===== src/rtl/pipeline_f_fetch.sv =====
`default_nettype none
// ============================================================================
// Module   : pipeline_f_fetch
// Purpose  : Instruction fetch stage. Owns the PC, issues one read at a time,
//            and buffers {PC, IR} words in a 2-entry FIFO for the decoder.
// Revision : 1.0 - initial release
// ============================================================================
module pipeline_f_fetch (
    input  logic        clk,
    input  logic        rst,
    output logic        mem_req,
    output logic [7:0]  mem_addr,
    input  logic [15:0] mem_rdata,
    input  logic        mem_valid,
    input  logic        redirect,
    input  logic [7:0]  redirect_pc,
    input  logic        stall_in,
    output logic [15:0] IR_out,
    output logic [7:0]  PC_out,
    output logic        valid_out,
    output logic        halted_out
);

    logic [7:0]  r_fetch_pc;
    logic [7:0]  r_pc0;
    logic [7:0]  r_pc1;
    logic [15:0] r_ir0;
    logic [15:0] r_ir1;
    logic [1:0]  r_count;
    logic        r_outstanding;
    logic        r_discard;
    logic        r_halted;
    logic        r_mem_req;
    logic [7:0]  r_mem_addr;

    logic        w_pop;
    logic        w_push;
    logic        w_push_halt;
    logic        w_issue;
    logic        w_wr_hi;
    logic [1:0]  w_count_next;

    always_comb begin
        w_pop        = (r_count != 2'd0) && !stall_in;
        w_push       = mem_valid && r_outstanding && !r_discard;
        w_push_halt  = w_push && (mem_rdata[15:13] == 3'b111);
        w_count_next = r_count - {1'b0, w_pop} + {1'b0, w_push};
        // A new request needs a free slot after this cycle's pop/push.
        w_issue      = !redirect && !r_halted && !r_outstanding &&
                       (w_count_next < 2'd2) && !w_push_halt;
        // Entry 0 is always the head; a push lands behind whatever survives the pop.
        w_wr_hi      = (r_count == 2'd2) || ((r_count == 2'd1) && !w_pop);
    end

    always_ff @(posedge clk or posedge rst) begin
        if (rst) begin
            r_fetch_pc    <= 8'h00;
            r_pc0         <= 8'h00;
            r_pc1         <= 8'h00;
            r_ir0         <= 16'h0000;
            r_ir1         <= 16'h0000;
            r_count       <= 2'd0;
            r_outstanding <= 1'b0;
            r_discard     <= 1'b0;
            r_halted      <= 1'b0;
            r_mem_req     <= 1'b0;
            r_mem_addr    <= 8'h00;
        end else begin
            r_mem_req <= w_issue;
            if (w_issue) begin
                r_mem_addr <= r_fetch_pc;
            end
            if (redirect) begin
                r_count    <= 2'd0;
                r_fetch_pc <= redirect_pc;
                r_halted   <= 1'b0;
                if (mem_valid) begin
                    r_outstanding <= 1'b0;
                    r_discard     <= 1'b0;
                end else if (r_outstanding) begin
                    r_discard <= 1'b1;
                end
            end else begin
                r_count <= w_count_next;
                if (w_issue) begin
                    r_fetch_pc    <= r_fetch_pc + 8'd1;
                    r_outstanding <= 1'b1;
                end else if (mem_valid) begin
                    r_outstanding <= 1'b0;
                    r_discard     <= 1'b0;
                end
                if (w_push_halt) begin
                    r_halted <= 1'b1;
                end
                if (w_pop) begin
                    r_pc0 <= r_pc1;
                    r_ir0 <= r_ir1;
                end
                if (w_push) begin
                    if (w_wr_hi) begin
                        r_pc1 <= r_mem_addr;
                        r_ir1 <= mem_rdata;
                    end else begin
                        r_pc0 <= r_mem_addr;
                        r_ir0 <= mem_rdata;
                    end
                end
            end
        end
    end

    assign mem_req    = r_mem_req;
    assign mem_addr   = r_mem_addr;
    assign valid_out  = (r_count != 2'd0);
    assign IR_out     = valid_out ? r_ir0 : 16'h0000;
    assign PC_out     = valid_out ? r_pc0 : 8'h00;
    assign halted_out = r_halted;

endmodule
`default_nettype wire


===== config.mk =====
export PLATFORM = sky130hd
export DESIGN_NAME = pipeline_f_fetch
export DESIGN_NICKNAME = d
export VERILOG_FILES = /design/src/rtl/pipeline_f_fetch.sv
export SDC_FILE = /design/constraint.sdc
export NUM_CORES = 1
export LEC_CHECK = 0
export ABC_AREA = 0
export BUFFER_PORTS_ARGS = -buffer_cell sky130_fd_sc_hd__clkbuf_2
export CAP_MARGIN = 20
export CORE_MARGIN = 3
export CORE_UTILIZATION = 59
export CTS_CLUSTER_SIZE = 28
export DETAILED_ROUTE_END_ITERATION = 6
export PLACE_DENSITY = 0.85
export SLEW_MARGIN = 5
export SYNTH_ARGS = -nofsm -noshare
export SYNTH_HDL_FRONTEND = slang
export SYNTH_SLANG_ARGS = --single-unit

===== constraint.sdc =====
create_clock -name clk -period 6.7 [get_ports clk]
set_input_delay 1.005 -clock clk [delete_from_list [all_inputs] [get_ports clk]]
set_output_delay 1.005 -clock clk [all_outputs]
set_load 0.05 [all_outputs]

==> summary.md <==
| Metric | Value |
|---|---|
| Outcome | completed |
| Setup repair bufs after CTS | 0 |
| Crit path time final | roughly 2.9 ns |
| Fin. max-slew vios | 0 |
| DR pass1 iterations | 4 |
| Syn Nets | ~300 |
| Final Wtd Congestion | around 0.91 |
| Worst R2R Start | r_count[0]$_DFF_PP0_ |
| Clk_lat worst skew | 0.34 ns |
| Req. time, crit path | 5.69 ns |
| Worst setup SP type | flip-flop |
| R2R setup slack | a little over 4 ns |
| WP depth | 4 |
| Largest net degree at the start of global routing | 71 |
| Buf/Inv on CP | 2 |
| Synthesized area per cell | between 10 and 15 sq um |
| Synth area leader | dfrtp_1 |
| Post-Synthesis Cells | 271 |
| P&R area growth vs syn | 17.5% |
| Initial antenna violation count | 0 |
| Setup_tns | 0 ns |
| Ports | 64 |
| Clk Tree Root Cell | clkbuf_8 |
| Worst hold slack | 0.481 ns |
| DP Wirelength | 4340 um |
| # rows | 26 |
| Layout Skew | 0.0109 ns |
| Post-synthesis mux area share | between 8 and 9% |
| Largest family of logic cells by synthesized area | simple AND/OR/NAND/NOR gates |
| Reg clk slew, reported paths | approximately 0.07 ns |
| Nets | between 300 and 400 |
| Detail Route Antenna Nets | 0 |
| Vias | 2287 |
| Final WL | around 6400 um |
| Initial DRC count | approximately 180 |
| Max clock buf depth | 2 |
| VDD IR-drop max | roughly 0.32 mV |
| Critical path's largest stage delay | approximately 0.48 ns |
| Util after Layout | between 70% and 80% |
| WL per Instance | 15.6 um |
| Share of synthesized cell area in and, or, nand and nor gates | a little under a fifth |
| Post-CTS sizing | 0 |
| YS warnings | 0 |
| Hold-fix buffers at CTS | 0 |
| Synthesis-stage register bit count | 70 |
| Netlist cell types | 37 |
| Slowest CP cell | dfrtp_1 |
| CP endpoint | IR_out[0] |
| Leak | 1.89 nW |
| Placeable Area | between 0.005 and 0.006 sq mm |
| Worst-Margin Slew | 1.02 ns |
| Most frequent cells in the layout | 70 x dfrtp_1, 63 x clkbuf_2, 48 x and2_1 |
| GR Util All Layers | between 20% and 30% |
| Fmax | between 300 and 400 MHz |
| Die width | around 80 um |
| FILL cells | 352 |
| Share of layout cells above drive strength 1 | approximately 32% |
| Ant. Diodes | 0 |
| Share of the synthesized area in the top cell type | a little over half |
| Slew HR | about a third |
| Synth Area in XOR/XNOR | less than 1% |
| Reg-to-Reg End | r_fetch_pc[7]$_DFFE_PP0P_ |
| Element type at the critical path end | output pin |
| Final setup fails | 0 |
| Number of global-route vias before repair | 2230 |
| R2R depth | 10 |
| PwrDens | 456 mW/mm^2 |
| Cell area after synthesis | approximately 0.0032 sq mm |
| Initial core utilization | a little over 60% |
| Final hold vios | 0 |
| HP Class | reg -> reg |
| Adder-cell share of the synthesized area | between 1 and 1.5% |
| Max-cap violations | 0 |
| H-tree levels | 3 |
| Crit share post-route | 42.9% |
| Synth Area in Compound Gates | 13.1% |
| Worst Path Arrival | between 1.5 and 2 ns |
| CP startpoint | r_count[0]$_DFF_PP0_ |
| DRC Markers | 0 |
| Sequential share of the synthesized area | 54.7% |
| Die area | around 0.0063 sq mm |
| Die Y | roughly 80 um |
| I/O Buffers | between 60 and 70 |
| Synth area leaders | dfrtp_1 55%, and2_1 9.4%, a221o_1 9.1% |
| Num CTS Buffers | 9 |
| # clock sinks | 70 |
| Total gr overflow | 0 |
| CP Max Fanout | 26 |
| Crit path max-delay family | buffers and inverters |
| CP Class | reg -> out |
| First-pass GRT wire length | 10700 um |
| CTS tree | yes |
| Critical-path cell list | nor2_2 > inv_1 > and2_1 > clkbuf_2 |
| Commonest non-fill, non-tap cell in the layout | dfrtp_1 |
| RSZ-0062 raised after global routing | false |
| Vias per inst | 5.59 |
-- flip-flops by register name (all words and copies together), names as in the netlist --
name / cells
r_ir1: 16
r_pc1: 8
r_count: 2
r_pc0: 8
mem_addr: 8
r_fetch_pc: 8
r_discard: 1
mem_req: 1
halted_out: 1
r_outstanding: 1
r_ir0: 16
-- cells in the mapped netlist --
cell type	n
a21o_1	1
and2_1	48
nand2_1	29
nor2b_1	2
buf_2	5
o211ai_1	1
nor3_1	3
clkbuf_1	6
mux2_2	18
a41oi_1	1
nor3b_4	1
a22oi_1	2
or3_1	1
o21bai_1	1
nand2_4	1
nor3b_1	2
inv_1	5
dfrtp_1	70
nor2_2	1
and3_1	3
and3b_2	1
mux2i_1	1
mux2_1	6
ha_1	3
a31oi_1	3
nor3_2	1
a221o_1	29
inv_2	2
nand3_1	6
clkbuf_2	1
a2111oi_4	1
buf_6	2
or4_1	1
nor2_1	5
xnor3_2	1
o21ai_0	3
a21oi_1	4
-- cells by family (layout without fill, tap and decap cells) --
group | after synthesis | in the layout
simple gates | 105 | 105
flops | 70 | 70
compound gates | 46 | 46
mux | 25 | 25
buf+inv | 21 | 89
fa+ha+maj | 3 | 3
xor+xnor | 1 | 1
-- worst min-delay path by stage --
stage                            to            startpoint  cells after the start  slack, ns
6_report       r_ir1[2]$_DFFE_PP0P_  r_ir1[2]$_DFFE_PP0P_                      1       0.48
5_1_grt        r_pc1[4]$_DFFE_PP0P_  r_pc1[4]$_DFFE_PP0P_                      1       0.51
4_1_cts        r_ir1[2]$_DFFE_PP0P_  r_ir1[2]$_DFFE_PP0P_                      1       0.49
3_5_place_dp   r_ir1[2]$_DFFE_PP0P_  r_ir1[2]$_DFFE_PP0P_                      1       0.47
3_3_place_gp   r_ir1[5]$_DFFE_PP0P_  r_ir1[5]$_DFFE_PP0P_                      1       0.46
2_1_floorplan  r_ir1[1]$_DFFE_PP0P_  r_ir1[1]$_DFFE_PP0P_                      1       0.45
-- power breakdown --
group          switching, mW  internal, mW  total [mW]  leakage [nW]
Clock                  0.151         0.164       0.315        0.0954
Sequential             0.114         0.584       0.698         0.901
Combinational          0.461         0.244       0.705         0.897
-- routing by layer --
layer / track usage (%) / part of all wire (%) / vias up
met1: 28.8 / 44 / 1100
met2: 35.0 / 49 / 70
met5: 0 / 0 / -
met4: 11.2 / 1.6 / 0
li1: - / - / 1107
met3: 4.51 / 4.9 / 10
-- per-stage QoR --
step	power, mW	area, sq um	setup WS, ns	instances
6_report	1.72	3760	3.83	409
5_1_grt	1.83	3760	3.65	409
4_1_cts	1.73	3730	3.78	408
3_5_place_dp	1.41	3550	3.55	392
3_3_place_gp	1.39	3550	3.62	392
2_1_floorplan	1.24	3200	3.90	271
-- area by class of cell --
class                      instances  area [sq um]  area share [%]
tap                               70          87.6            2.33
inverter                           7          26.3           0.698
sequential                        70          1750            46.6
clock inverter                     3          17.5           0.466
timing repair buffer              66           358            9.51
multi-input combinational        180          1350            35.9
clock buffer                      13           169            4.49
(Power assumes the default switching activity.)
